`config.mk`:
```
export PLATFORM = sky130hd
export DESIGN_NAME = spi_frame_tx
export DESIGN_NICKNAME = d
export VERILOG_FILES = /design/src/rtl/spi_frame_tx.sv
export SDC_FILE = /design/constraint.sdc
export NUM_CORES = 1
export LEC_CHECK = 0
export ABC_CLOCK_PERIOD_IN_PS = 3050
export CORE_ASPECT_RATIO = 1.1
export CORE_MARGIN = 5
export CORE_UTILIZATION = 59
export CTS_CLUSTER_SIZE = 28
export DETAILED_ROUTE_END_ITERATION = 7
export GPL_ROUTABILITY_DRIVEN = 0
export PLACE_DENSITY = 0.88
export SLEW_MARGIN = 20
export SYNTH_ARGS = -nofsm -noshare
export SYNTH_HDL_FRONTEND = slang
export SYNTH_SLANG_ARGS = --single-unit
```
`constraint.sdc`:
```
create_clock -name clk -period 3.05 [get_ports clk]
set_clock_uncertainty 0.2 [all_clocks]
set_input_delay 0.305 -clock clk [delete_from_list [all_inputs] [get_ports clk]]
set_output_delay 0.305 -clock clk [all_outputs]
set_load 0.005 [all_outputs]
```
`src/rtl/spi_frame_tx.sv`:
```
// SPI frame serializer for the matrix-driver link: shifts a parallel frame MSB-first
// on sck/sdi framed by cen, then optionally waits for the driver's done level.
module spi_frame_tx #(
   parameter int N         = 16,
   parameter int HALF      = 1,
   parameter int GAP       = 2,
   parameter int WAIT_DONE = 1,
   parameter int TIMEOUT   = 4096
) (
   input  logic         clk,
   input  logic         reset,
   input  logic [N-1:0] frame,
   input  logic         valid,
   output logic         ready,
   input  logic         drv_done,
   output logic         sck,
   output logic         sdi,
   output logic         cen,
   output logic         tx_done,
   output logic         timeout
);

   localparam int PW = (HALF > 1) ? $clog2(HALF) : 1;
   localparam int BW = $clog2(N);
   localparam int GW = (GAP > 1) ? $clog2(GAP) : 1;
   localparam int TW = $clog2(TIMEOUT + 1);

   typedef enum logic [1:0] {
      S_IDLE,
      S_SHIFT,
      S_GAP,
      S_WAIT
   } state_t;

   state_t        state, state_n;
   logic [N-1:0]  shreg, shreg_n;
   logic [PW-1:0] phase, phase_n;
   logic          sckhi, sckhi_n;
   logic [BW-1:0] bitcnt, bitcnt_n;
   logic [GW-1:0] gapcnt, gapcnt_n;
   logic [TW-1:0] waitcnt, waitcnt_n;

   always_ff @(posedge clk) begin
      if (reset) begin
         state   <= S_IDLE;
         shreg   <= '0;
         phase   <= '0;
         sckhi   <= 1'b0;
         bitcnt  <= '0;
         gapcnt  <= '0;
         waitcnt <= '0;
      end else begin
         state   <= state_n;
         shreg   <= shreg_n;
         phase   <= phase_n;
         sckhi   <= sckhi_n;
         bitcnt  <= bitcnt_n;
         gapcnt  <= gapcnt_n;
         waitcnt <= waitcnt_n;
      end
   end

   always_comb begin
      state_n   = state;
      shreg_n   = shreg;
      phase_n   = phase;
      sckhi_n   = sckhi;
      bitcnt_n  = bitcnt;
      gapcnt_n  = gapcnt;
      waitcnt_n = waitcnt;
      ready     = 1'b0;
      cen       = 1'b0;
      sck       = 1'b0;
      sdi       = 1'b0;
      tx_done   = 1'b0;
      timeout   = 1'b0;
      case (state)
         S_IDLE: begin
            ready = 1'b1;
            if (valid) begin
               shreg_n  = frame;
               phase_n  = '0;
               sckhi_n  = 1'b0;
               bitcnt_n = '0;
               state_n  = S_SHIFT;
            end
         end
         S_SHIFT: begin
            cen = 1'b1;
            sck = sckhi;
            sdi = shreg[N-1];
            if (phase != PW'(HALF - 1)) begin
               phase_n = phase + PW'(1);
            end else begin
               phase_n = '0;
               if (!sckhi) begin
                  sckhi_n = 1'b1;
               end else begin
                  // data only moves on the falling sck edge, keeping sdi stable while high
                  sckhi_n = 1'b0;
                  if (bitcnt == BW'(N - 1)) begin
                     gapcnt_n = '0;
                     state_n  = S_GAP;
                  end else begin
                     shreg_n  = {shreg[N-2:0], 1'b0};
                     bitcnt_n = bitcnt + BW'(1);
                  end
               end
            end
         end
         S_GAP: begin
            tx_done = (gapcnt == '0);
            if (gapcnt == GW'(GAP - 1)) begin
               waitcnt_n = '0;
               state_n   = (WAIT_DONE != 0) ? S_WAIT : S_IDLE;
            end else begin
               gapcnt_n = gapcnt + GW'(1);
            end
         end
         S_WAIT: begin
            // done wins over an expiring timeout in the same cycle
            if (drv_done) begin
               state_n = S_IDLE;
            end else if (waitcnt == TW'(TIMEOUT)) begin
               timeout = 1'b1;
               state_n = S_IDLE;
            end else begin
               waitcnt_n = waitcnt + TW'(1);
            end
         end
         default: state_n = S_IDLE;
      endcase
   end

endmodule
```
; ---- Yosys cells after proc, flatten, opt, wreduce, memory -nomap -nowiden
; Index checks and enable logic that the tools add are counted.
[totals]
elab_cells = 77
ff_bits = 38
[op_classes]
n_eq_ne = 14
bitwise = 1
muxes = 41
addsub = 4
n_reduce_logical = 10
[op_table]
columns = operator, count
row1 = 16-bit two-way mux, 4
row2 = 13-bit two-way mux, 3
row3 = 16-bit one-hot mux with 2 select lines, 1
row4 = 13-bit one-hot mux with 2 select lines, 1
row5 = 1-bit two-way mux, 16
row6 = 4-bit two-way mux, 4
row7 = "2-bit != test, second input constant", 8
row8 = 2-bit two-way mux, 7
row9 = "13-bit by 1-bit adder with 13-bit output, second input constant", 1
row10 = "13-bit == test, second input constant", 1
row11 = 2-bit one-hot mux with 4 select lines, 1
row12 = 4-bit one-hot mux with 2 select lines, 1
row13 = 4-bit AND reduction, 2
row14 = 1-bit one-hot mux with 2 select lines, 3
row15 = 6-bit AND reduction, 1
row16 = 2-bit nonzero test, 3
row17 = 5-bit AND reduction, 1
row18 = "4-bit by 1-bit adder with 4-bit output, second input constant", 1
row19 = "2-bit == test, second input constant", 2
row20 = "4-bit == test, second input constant", 1
row21 = "3-bit != test, second input constant", 1
row22 = 3-bit AND reduction, 1
row23 = "1-bit adder, second input constant", 2
row24 = "2-bit by 1-bit == test with 1-bit output, second input constant", 1
row25 = other kinds (3), 3

; ---- Logic depth before layout (Yosys ltp)
; Gate-level depths: netlist (run 1).
[depth]
word_depth = 5
depth_mapped = 8

; ---- Worst setup path after synthesis (run 1)
; No wires, ideal clock.
[synth_timing]
kind = register to register
from = register state[0]
to = register state[0]
stages_incl_launch_ff = 8
setup_slack_ps = 968
setup_time_ps = 119
arrival_ps = 1763
t_required_ps = 2731
cell_sequence = dfxtp_1 inv_1 ha_1 nor2b_1 clkbuf_1 a211o_1 or3_1 o221a_2
[synth_via]
elab_chain_len = 3
elab_cells_between_ends = 12
[synth_rtl]
columns = element, line_no
row1 = from (decl), 35  ; state_t state, state_n;
row2 = from (signal assigned), 53  ; state <= state_n;
row3 = 2-bit == test (tied with other cells), 77  ; case (state)
row4 = 3-bit != test (no source line) / 2-bit != test (equally long branches), -
row5 = 6-bit AND reduction (no source line), -
; Several ways; a longest one is shown, not always the timed one.
; A chain may end at the register's enable or synchronous reset.

; ---- Final worst setup path (run 1)
[layout_timing]
from = register waitcnt[0]
to = output timeout
[layout_via]
elab_chain_len = 4
[layout_rtl]
columns = element, line_no
row1 = from (decl), 41  ; logic [TW-1:0] waitcnt, waitcnt_n;
row2 = from (signal assigned), 59  ; waitcnt <= waitcnt_n;
row3 = 13-bit == test, 124  ; end else if (waitcnt == TW'(TIMEOUT)) begin
row4 = 1-bit two-way mux, 124
row5 = 1-bit two-way mux, 122  ; if (drv_done) begin
row6 = 1-bit two-way mux, 77
row7 = to (decl), 20  ; output logic timeout
; Every way passes these cells.

==> results.md, run 1 <==
Placement:
- The area of placed instances is 2270 um2.
- Prior to clock tree synthesis, the placed netlist has a worst setup slack of between 0.7 and 0.8 ns.
- Port buffering added 25 buffers.
- The half-perimeter wire length after placement is 3200 um.

Worst setup path:
- The signal on the critical path passes through inv_1 > ha_1 > nor4b_2 > nand3_1 > nor2_1 > clkdlybuf4s50_1.
- The reg-to-reg critical path startpoint is state[0].
- Setup slack on the worst reg-to-reg path comes out at 0.68 ns.
- The critical path crosses 6 cells after its start point.
- The nature of the critical path endpoint is a primary output.
- Of all nets on the critical path, the largest fanout is 6.
- For the worst setup path, the data required time is between 2 and 3 ns.
- In this design, the stage delay of the slowest critical-path cell is approximately 0.52 ns.
- For the worst flop-to-flop path, the logic depth is 6.
- The cell class contributing the biggest share of worst-path delay is simple AND/OR/NAND/NOR gates.
- For this design, the slowest cell found on the critical path is clkdlybuf4s50_1.
- STA classifies the critical path startpoint as a flop.
- Data on the critical path arrives at its endpoint at between 2 and 2.5 ns.
- The startpoint of the worst setup timing path is waitcnt[0].
- The category of the critical setup timing path is flop to primary output.
- The number of buffer and inverter instances along the worst setup path is 2.
- In this run the critical register-to-register path is captured at shreg[6].

Logic synthesis:
- Averaged over all synthesized cells, the footprint is 8.83 um2.
- The part of the Yosys area used for sequential elements is 0.368.
- Yosys printed 0 warnings.
- The fraction of registers with async set or reset after synthesis is 0.
- Sorting the synthesized cells by area gives the leading types as dfxtp_1, mux2i_1, a211oi_1, a21oi_1, ha_1.
- The share of synthesized area in the top cell type comes to 0.368.
- The number of nets produced by synthesis is between 200 and 300.
- The gate count after technology mapping is 228.
- The post-synthesis cell type count is 44.
- In this run, synthesis produced a sequential element count of 37.
- The most common cell in the synthesized netlist is dfxtp_1.
- The dominant cell type by area after synthesis is dfxtp_1.
- Counting flops with a built-in enable in the synthesized netlist gives 0.
- By count the netlist is led by dfxtp_1, a21oi_1, a211oi_1.
- The post-synthesis instance area is 2010 um2.
- The most used flip-flop cell after synthesis is dfxtp_1.

Clocking:
- The clock passes through at most 2 buffers.
- Clock-pin slew was measured on the worst setup and hold paths at 0.12 ns.
- Hold repair after CTS inserted 0 buffers.
- The H-tree depth is 2.
- The root buffer selected by CTS is clkbuf_4.
- The clock buffer count from CTS is 5.
- TritonCTS built the clock tree.
- The post-CTS setup buffer count is 0.
- After clock tree synthesis, the repair step resized 0 gates.
- The later pin in the worst-skew pair is clocked with a latency of 0.35 ns.
- The number of sinks driven by the clock tree is 37.

Timing:
- Setup repair after global routing left no endpoint under its margin.
- The number of endpoints with negative hold slack in the final report came to 0.
- In the finished design, the share of the clock period the worst path needs comes to 0.905.
- The max-slew headroom at the worst pin is 0.367.
- Setup slack on the critical path of the routed design comes to 0.289 ns.
- Setup violations remaining at the end of the flow were counted as 0.
- For the pin with the worst max-slew slack, the measured transition is 0.947 ns.
- In the final timing run, aggregate negative setup slack is 0 ns.
- The count of pins over their slew limit came to 0.
- Derived from the worst setup path, the maximum achievable clock frequency is 0.362 GHz.
- Hold is met by 0.311 ns.
- The shortest period the worst path allows is 2.76 ns.

Floorplanning:
- The area inside the core boundary is ~3300 um2.
- 26 I/O pins were placed.
- The die covers 4680 um2.
- The initialized floorplan defines 22 standard-cell rows.
- The initial utilization of the core area, before any placement, comes to 0.609.
- The floorplan step set the die width to 65.7 um.
- The height of the chip is slightly above 70 um.

Detailed routing:
- The number of optimization iterations in the first detailed-route pass is 4.
- In this run the remaining antenna-violating nets after routing total 0.
- The per-cell routed wire length is 15.6 um.
- The uppermost signal routing layer after detailed routing is met4.
- For this run, design rule violations remaining after detail routing come to 0.
- The per-cell via count in the routed design is 6.36.
- The via count of the routed design is 1,814.
- Summed over all nets, wire length on met2 after detailed routing comes to 2150 um.
- The detailed router finished its first iteration with approximately 130 violations.
- The total wirelength of the detailed-routed design is 4430 um.
- Detailed routing placed a total of approximately 210 um of wire on met3.
- For this block, wires on met1 add up to 1950 um.

Pwr:
- For this design the ratio of total power to cell area is a little under 800 nW/um2.
- The worst vdd rail ir drop is between 0.4 and 0.5 mV.
- In this run the static leakage power is 0.000817 uW.

Finish:
- The finished cells cover 2330 um2.
- From synthesis to final layout, the design area changed by 15.8%.
- At the end of the flow, the number of nets in the layout was ~280.
- The repair_antennas step left the layout with diodes totalling 0.
- Of the cells placed in the final design, the portion with a size suffix greater than 1 is 0.0803.

Worst hold path:
- In this run the most critical hold path is launched from bitcnt[1].
- The capture endpoint of the worst hold path is bitcnt[1].
- Along the worst hold path, the cell count comes to 2.
- The path class of the tightest hold or removal check is flop to flop.

Status:
- The flow ran to the end, and the final reports show no timing, DRC or antenna violations.

Global routing:
- The initial antenna violation count was 0.
- The first-pass GRT wire length is ~7400 um.
- Global routing finished with a remaining overflow of 0.
- The pin count of the biggest net entering global routing is 31.
- The number of global-route vias before repair was 1,700.
- The total routing usage reported by global routing is 0.197.

Job:
- The reported max-cap violation count is 0.
==> per-layer routing <==
metal	track usage	vias up
li1	-	895
met5	0	-
met4	0.0945	0
met3	0.0361	12
met2	0.333	48
met1	0.239	859
==> state kept, by name, indices dropped and copies added, names as in the netlist <==
register / cells
bitcnt: 4
gapcnt: 1
sckhi: 1
shreg: 16
state: 2
waitcnt: 13
==> kinds of logic after synthesis <==
kind of cell,count (synthesis),synth area share
muxes,18,0.0907
AOI/OAI and AO/OA,67,0.213
adders and majority gates,7,0.0435
xor gates and xnor gates,1,0.00435
DFF,37,0.368
and+or+nand+nor,72,0.228
buffers and inverters,26,0.0522
==> layout by cell type, fill, tap and decap left out, types with 2 or more instances in the layout <==
master           instances
nor4b_2                  2
mux2_2                   2
o21ai_0                  5
or4_1                    6
inv_1                   11
dfxtp_1                 37
o31ai_1                  6
nand4_1                  8
a211oi_1                18
and2_1                   2
mux2i_1                 16
or3_1                    5
o211ai_1                 3
nand3_1                  7
nand3b_1                 2
nand4b_1                 2
nand2b_1                 4
clkbuf_4                 5
clkdlybuf4s50_1         25
nor3_1                   5
nor2_1                   7
nand2_1                 10
ha_1                     7
buf_4                    3
a21oi_1                 27
nor2b_1                  2
==> worst max path at each step <==
stage | endpoint | slack, ns
final | timeout | 0.29
after global routing | timeout | 0.11
after CTS | timeout | 0.31
after detailed placement | timeout | 0.71
after global placement | shreg[12] | 0.78
after floorplan | state[0] | 0.97
==> area by class of cell <==
cell class / count / area, um2
fill: 258 / 971
clock inverter: 2 / 13.8
clock buffer: 6 / 51.3
timing repair buffer: 28 / 273
inverter: 11 / 41.3
multi-input combinational: 165 / 1170
tap: 36 / 45.0
sequential: 37 / 741
==> metrics by stage <==
| step | total power [uW] | cells | utilization |
|---|---|---|---|
| 2_1_floorplan | 1320 | 228 | - |
| 3_3_place_gp | 1510 | 277 | 0.686 |
| 3_5_place_dp | 1540 | 277 | 0.686 |
| 4_1_cts | 1820 | 285 | 0.706 |
| 5_1_grt | 1950 | 285 | 0.706 |
| 6_report | 1820 | 285 | 0.706 |
==> report_power, final <==
group	internal, uW	leakage, uW	switching, uW
Combinational	360	0.000477	481
Sequential	614	0.000302	81.3
Clock	112	0.0000382	175
==> worst min-delay path: cells and delay by family (launching register included) <==
kind	cells	cell delay [ns]
flip-flops	1	0.34
AO/OA/AOI/OAI	2	0.14
(Power assumes the default switching activity.)
==> run 2: changes to the inputs <==
--- a/config.mk
+++ b/config.mk
@@ -5,14 +5,14 @@
 export SDC_FILE = /design/constraint.sdc
 export NUM_CORES = 1
 export LEC_CHECK = 0
-export ABC_CLOCK_PERIOD_IN_PS = 3050
+export ABC_CLOCK_PERIOD_IN_PS = 2700
 export CORE_ASPECT_RATIO = 1.1
 export CORE_MARGIN = 5
-export CORE_UTILIZATION = 59
+export CORE_UTILIZATION = 55
 export CTS_CLUSTER_SIZE = 28
 export DETAILED_ROUTE_END_ITERATION = 7
 export GPL_ROUTABILITY_DRIVEN = 0
-export PLACE_DENSITY = 0.88
+export PLACE_DENSITY = 0.83
 export SLEW_MARGIN = 20
 export SYNTH_ARGS = -nofsm -noshare
 export SYNTH_HDL_FRONTEND = slang
==> constraint.sdc (replaced) <==
create_clock -name clk -period 2.7 [get_ports clk]
set_clock_uncertainty 0.2 [all_clocks]
set_input_delay 0.27 -clock clk [delete_from_list [all_inputs] [get_ports clk]]
set_output_delay 0.27 -clock clk [all_outputs]
set_load 0.005 [all_outputs]
==> run 2 against run 1 <==
  * Critical endpoint unchanged
  * Sequential power is 12% higher
  * Final area grew 4.0%
  * Register-to-register slack worse by 0.31 ns
  * Global-route usage is 0.27 points higher
  * Sequential share of layout area decreased by 1.2 points
  * Largest power group unchanged
  * Non-clock buffer count is 1 higher
  * Worst setup slack got worse by 0.10 ns
  * Wire length shrank 1.1%
  * Final cell count up 5.3%
  * Critical path depth is the same
==> results.md, run 2 (synthesized netlist as in run 1, its figures left out) <==
Timing:
- The shortest period the worst path allows is 2.51 ns.
- The transition time at the pin with the least slew margin is 0.932 ns (-0.0145 ns).
- The count of pins over their slew limit is 0 (unchanged).
- The max-slew headroom at the worst pin is 0.376 (+0.00967).
- The number of endpoints with negative hold slack in the final report came to 0 (unchanged).
- Setup repair after global routing left no endpoint under its margin.
- The number of endpoints failing setup at the final stage is 0 (unchanged).
- The minimum setup slack in the final design was 0.186 ns (-0.103 ns).
- The post-route clock period utilization is 0.931.
- The post-route setup TNS is 0 ns (unchanged).
- Timing would allow up to roughly 0.40 GHz.

Pwr:
- The cell leakage power came to 0.000854 uW (+4.5%).
- The worst vdd rail ir drop is 0.614 mV (+26%).
- The internal portion of total power came to 1410 uW (+30%).
- The switching share of power is 0.371 (-0.0338).
- The total power of the final layout is 2240 uW (+23%).
- The power share of the combinational group was 0.426 (-0.035).
- The clock network fraction of total power is 0.226 (+0.068).
- The power spent charging and discharging nets is 829 uW (+12%).
- The cell area power density is 922 nW/um2 (+18%).
- The sequential cell fraction of total power came to 0.348 (-0.033).

Global routing:
- The first-pass GRT wire length is 7590 um (+2.1%).
- The initial antenna violation count is 0 (unchanged).
- The total overflow reported by the global router was 0 (unchanged).
- The total routing usage reported by global routing is 0.200 (+0.00266).
- The pin count of the biggest net entering global routing came to 27 (-13%).
- The number of global-route vias before repair is 1,732 (+1.9%).

Finish:
- The final cell area excluding filler cells is 2430 um2 (+4.0%).
- The number of fill cells in the layout is 284 (+10%).
- The number of flip-flops under the largest register name is 16 (unchanged).
- Ranked by flip-flop count, first place goes to shreg.
- The register area came to 741 um2 (unchanged).
- The final net count is 276 (+0.36%).
- Leaving out fill and tap cells, the most frequent cells in the layout are dfxtp_1, a21oi_1, clkdlybuf4s50_1.
- The library cell used most frequently in the layout, excluding fill and tap cells, is dfxtp_1.
- The area overhead of the layout relative to synthesis is 20.5%.
- The number of inserted diodes is 0 (unchanged).
- The fraction of final layout cells with drive strength greater than 1 is 0.0880 (+0.00768).
- The largest registers in the layout are shreg: 16 flops, waitcnt: 13 flops, bitcnt: 4 flops.
- The footprint of the multi-input gates is 1180 um2 (+1.2%).

Detailed routing:
- The via count of the routed design is 1,797 (-0.94%).
- The per-cell via count in the routed design is 5.99 (-5.9%).
- The iteration-0 DRC count of the detailed router was 130 (-1.5%).
- The residual antenna-violating net count after detailed routing came to 0 (unchanged).
- The final routed DRC violation total came to 0 (unchanged).
- The number of optimization iterations in the first detailed-route pass is 4 (unchanged).
- The total wirelength of the detailed-routed design is 4390 um (-1.1%).
- The per-cell routed wire length was 14.6 um (-6.0%).

Worst setup path:
- The nature of the critical path endpoint is a primary output.
- The arrival time reported for the critical path endpoint is 2.04 ns (-0.22 ns).
- Broken down by cell family, the worst path's largest delay share belongs to simple AND/OR/NAND/NOR gates.
- The longest individual stage delay on the worst path was 0.51 ns (about the same).
- The maximum fanout encountered on the critical timing path is 6 (unchanged).
- The number of buffer and inverter instances along the worst setup path was 2 (unchanged).
- The required time at the worst-slack endpoint was 2.23 ns (-0.31 ns).
- Walking the worst path, the cells encountered are inv_1 > ha_1 > nor4b_4 > nand3_2 > nor2_1 > clkdlybuf4s50_1.
- The highest-delay cell along the critical path is clkdlybuf4s50_1.
- The category of the critical setup timing path is flop to primary output.
- The startpoint type of the worst setup path is a flop.

Floorplanning:
- The number of placed I/O pins was 26 (unchanged).
- The chip width was 67.7 um (+3.0%).
- The number of rows in the core area is 23 (+4.5%).
- The overall die area is 4970 um2 (+6.2%).
- The starting density of the core is 0.560 (-0.0498).
- The height of the chip was 73.5 um (+3.1%).
- The area inside the core boundary is 3600 um2 (+8.9%).

Placement:
- The setup slack after placement is 0.363 ns (-0.350 ns).
- The area of placed instances was 2290 um2 (+1.1%).
- The total of buffers placed on input and output ports came to 25 (unchanged).
- The half-perimeter wire length after placement came to 3120 um (-2.6%).

Clocking:
- TritonCTS built the clock tree.
- The worst-case clock buffer depth was 2 (unchanged).
- The insertion delay of the later-clocked pin in the worst-skew pair is 0.29 ns (-0.06 ns).
- The clock-pin slew on the worst setup and hold paths was 0.08 ns (-0.04 ns).
- The clock buffer count from CTS came to 5 (unchanged).
- The number of sinks driven by the clock tree is 37 (unchanged).
- The H-tree depth is 2 (unchanged).
- In this run the clock root is driven by a clkbuf_8.

Status:
- The run finished with clean final reports.

Job:
- The reported max-cap violation count is 0 (unchanged).

Worst hold path:
- The worst hold path belongs to the class flop to flop.
-- run 2: timing repair --
| item | in CTS | in global routing |
|---|---|---|
| hold buffers | 0 | 0 |
| endpoints found under the setup margin | 0 | 1 |
| setup buffers | 0 | 0 |
| gates resized for setup | 0 | 2 |
-- run 2: final timing paths --
kind,start,end,slack [ns],depth (start not counted)
max,waitcnt[1],timeout,0.19,6
min,shreg[0],shreg[0],0.29,2
max reg2reg,state[1],shreg[6],0.37,6
min reg2reg,shreg[0],shreg[0],0.29,2
-- run 2: per-stage QoR --
step	hold slack, ns	instances	utilization
2_1_floorplan	0.210	228	-
3_3_place_gp	0.266	292	0.637
3_5_place_dp	0.277	292	0.637
4_1_cts	0.288	300	0.671
5_1_grt	0.321	300	0.674
6_report	0.289	300	0.674
-- run 2: routing by layer --
layer | vias to the layer above | part of all wire | global-route usage
met5 | - | 0 | 0
met2 | 37 | 0.50 | 0.317
met1 | 850 | 0.43 | 0.237
met4 | 0 | 0.023 | 0.108
met3 | 11 | 0.044 | 0.0642
li1 | 899 | - | -
-- run 2: worst min-delay path, stage by stage, from the launching register on --
cell and delay (ns):
dfxtp_1 0.31, o21ai_0 0.07, a21oi_1 0.06
-- run 2: power groups by stage --
stage	Sequential (uW)	Combinational (uW)	Clock, uW
CTS	777	951	512
global placement	786	934	0
detailed placement	787	950	0
floorplan	766	724	0
finish	779	953	506
global route	798	1060	533
-- run 2: cell type report --
cell class / instances / share of cell area
Tap cell: 50 / 0.0258
Multi-Input combinational cell: 165 / 0.487
Timing Repair Buffer: 29 / 0.116
Clock inverter: 2 / 0.0155
Clock buffer: 6 / 0.0340
Sequential cell: 37 / 0.305
Inverter: 11 / 0.0170
==> run 3: changes to the inputs <==
--- a/config.mk
+++ b/config.mk
@@ -7,12 +7,11 @@
 export LEC_CHECK = 0
 export ABC_CLOCK_PERIOD_IN_PS = 2700
 export CORE_ASPECT_RATIO = 1.1
-export CORE_MARGIN = 5
 export CORE_UTILIZATION = 55
 export CTS_CLUSTER_SIZE = 28
 export DETAILED_ROUTE_END_ITERATION = 7
 export GPL_ROUTABILITY_DRIVEN = 0
-export PLACE_DENSITY = 0.83
+export PLACE_DENSITY_LB_ADDON = 0.15
 export SLEW_MARGIN = 20
 export SYNTH_ARGS = -nofsm -noshare
 export SYNTH_HDL_FRONTEND = slang
==> run 3 against run 2 <==
  * Fmax is 2.5% lower
  * Largest power group unchanged
  * Wire length is 0.68% higher
  * Final area shrank 1.6%
  * Worst setup slack got worse by 0.063 ns
  * Sequential share of layout area rose by 0.50 points
  * Sequential power barely moved
  * Global-route usage grew 4.8 points
==> results.md, run 3 (synthesized netlist as in run 1, its figures left out) <==
Status:
- The flow ran to the end, and the final reports show no timing, DRC or antenna violations.

Worst setup path:
- The highest-delay cell along the critical path is clkdlybuf4s50_1.
- The signal on the critical path passes through inv_1 > ha_1 > nor4b_2 > nand3_2 > nor2_1 > clkdlybuf4s50_1.
- The reg-to-reg critical path startpoint is state[0].
- The number of cells on the worst reg-to-reg path is 5 (-1).
- The setup slack of the most critical reg-to-reg path came to 0.20 ns (-0.17 ns).
- The startpoint type of the worst setup path is a flop.
- The arrival time reported for the critical path endpoint is 2.11 ns (+0.07 ns).
- The maximum fanout encountered on the critical timing path came to 6 (unchanged).
- The nature of the critical path endpoint is a primary output.
- The critical path is of the flop to primary output type.
- The endpoint identified for the worst register-to-register timing path is shreg[3].
- The required time at the worst-slack endpoint is 2.23 ns (about the same).
- The longest individual stage delay on the worst path came to 0.51 ns (about the same).

Global routing:
- The number of global-route vias before repair came to 1,647 (-4.9%).
- The layer flagged by global routing as most heavily used is met2.
- The initial antenna violation count came to 0 (unchanged).
- The fraction of met2 tracks used by global routing is 0.401 (+0.0846).
- The first-pass GRT wire length is 7290 um (-3.9%).
- The total overflow reported by the global router is 0 (unchanged).
- The met3 routing resource usage after global routing is 0.0453 (-0.0189).
- The pin count of the biggest net entering global routing is 31 (+15%).
- The global-route met1 utilization came to 0.304 (+0.0671).
- The total routing usage reported by global routing is 0.248 (+0.0485).

Finish:
- The largest registers in the layout are shreg: 16 flops, waitcnt: 13 flops, bitcnt: 4 flops.
- The number of fill cells in the layout came to 297 (+4.6%).
- The final cell utilization of the core was 0.699 (+0.0250).
- The final cell area excluding filler cells is 2390 um2 (-1.6%).
- The final net count is 276 (unchanged).
- The fraction of final layout cells with drive strength greater than 1 is 0.0880 (unchanged).
- The number of inserted diodes is 0 (unchanged).
- The largest register by flop count is shreg.
- The top cell types in the final layout, fill and taps aside, are dfxtp_1, a21oi_1, clkdlybuf4s50_1.
- The library cell used most frequently in the layout, excluding fill and tap cells, is dfxtp_1.
- The number of flip-flops under the largest register name is 16 (unchanged).
- The area overhead of the layout relative to synthesis is 18.6%.

Clocking:
- Clock tree synthesis selected as its root buffer the cell clkbuf_4.
- The worst-case clock buffer depth was 2 (unchanged).
- The clock-pin slew on the worst setup and hold paths came to 0.12 ns (+0.04 ns).
- The H-tree depth came to 2 (unchanged).
- The clock buffer count from CTS came to 5 (unchanged).
- The hold buffer count at CTS came to 0 (unchanged).
- The clock tree from TritonCTS is built.
- The post-CTS resize count was 0 (unchanged).
- The number of sinks driven by the clock tree was 37 (unchanged).
- The post-CTS setup buffer count is 0 (unchanged).
- The insertion delay of the later-clocked pin in the worst-skew pair came to 0.36 ns (+0.07 ns).

Timing:
- The number of endpoints failing setup at the final stage is 0 (unchanged).
- The post-route clock period utilization is 0.955 (+0.0235).
- The achievable clock frequency is 0.388 GHz (-2.5%).
- The max-slew headroom at the worst pin is 0.337 (-0.0394).
- The transition time at the pin with the least slew margin came to 0.991 ns (+0.0588 ns).
- The number of endpoints with negative hold slack in the final report is 0 (unchanged).
- The post-route setup TNS is 0 ns (unchanged).
- The tightest hold margin was 0.267 ns (-0.0224 ns).
- The count of pins over their slew limit is 0 (unchanged).
- The shortest period the worst path allows is 2.58 ns (+0.0633 ns).

Floorplanning:
- The number of rows in the core area is 22 (-4.3%).
- The overall die area is 3910 um2 (-21%).
- The chip width came to 59.7 um (-12%).
- The starting density of the core is 0.590 (+0.0302).
- The height of the chip is 65.5 um (-11%).
- The area inside the core boundary is 3410 um2 (-5.1%).
- The number of placed I/O pins is 26 (unchanged).

Detailed routing:
- The residual antenna-violating net count after detailed routing is 0 (unchanged).
- The number of optimization iterations in the first detailed-route pass was 4 (unchanged).
- The total wirelength of the detailed-routed design came to 4420 um (+0.68%).
- The iteration-0 DRC count of the detailed router was 94 (-28%).
- The final routed DRC violation total came to 0 (unchanged).
- The per-cell routed wire length is 14.8 um (+1.4%).
- The per-cell via count in the routed design was 6.04 (+0.84%).
- The via count of the routed design came to 1,800 (+0.17%).

Pwr:
- The cell leakage power is 0.000829 uW (-2.9%).
- The total power of the final layout came to 2170 uW (-2.9%).
- The cell area power density was 910 nW/um2 (-1.3%).
- The worst vdd rail ir drop is 0.701 mV (+14%).

Placement:
- The total of buffers placed on input and output ports came to 25 (unchanged).
- The area of placed instances was 2290 um2 (-0.11%).
- The half-perimeter wire length after placement was 3050 um (-2.3%).

Worst hold path:
- The path with the worst hold slack has its endpoint at shreg[0].
- The worst hold path depth is 3 (+1).
- The type of the most critical hold path is input port to flop.
- The startpoint of the worst hold path is frame[0].

Job:
- The reported max-cap violation count came to 0 (unchanged).
run 3: cell counts in the layout (fill, tap and decap cells not counted):
Identical to the previous run, type by type.
run 3: final cells by class:
| cell class | count | area [um2] | share of cell area |
|---|---|---|---|
| multi-input combinational | 165 | 1170 | 0.491 |
| sequential | 37 | 741 | 0.310 |
| timing repair buffer | 29 | 284 | 0.119 |
| tap | 48 | 60.1 | 0.0252 |
| clock buffer | 6 | 51.3 | 0.0215 |
| inverter | 11 | 41.3 | 0.0173 |
| clock inverter | 2 | 37.5 | 0.0157 |
run 3: worst max-delay path by stage:
stage / startpoint / end / slack (ns) / depth (start not counted)
final: waitcnt[0] / timeout / 0.12 / 6
after global routing: waitcnt[1] / timeout / -0.002 / 6
after CTS: waitcnt[0] / timeout / 0.09 / 6
after detailed placement: state[1] / shreg[3] / 0.27 / 6
after global placement: state[1] / shreg[12] / 0.35 / 6
after floorplan: state[0] / state[0] / 0.62 / 7
run 3: worst max-delay path: cells and delay by family, from the launching register on:
family | cells | cell delay [ns]
buffers and inverters | 2 | 0.58
flip-flops | 1 | 0.36
adder cells (fa/ha/maj) | 1 | 0.13
AND/OR/NAND/NOR | 3 | 0.67
run 3: stage by stage:
| step | worst slack (ns) | std cells |
|---|---|---|
| finish | 0.122 | 298 |
| global route | -0.00160 | 298 |
| CTS | 0.0864 | 298 |
| detailed placement | 0.268 | 290 |
| global placement | 0.349 | 290 |
| floorplan | 0.618 | 228 |
run 3: routing by layer:
metal | routed length (um) | up-vias
li1 | - | 906
met1 | 1940 | 850
met2 | 2260 | 34
met3 | 114 | 10
met4 | 102 | 0
met5 | 0 | -
run 3: report_power, final:
group | switching [uW] | internal, uW | total (uW)
Clock | 201 | 220 | 421
Sequential | 88.7 | 693 | 782
Combinational | 551 | 419 | 970
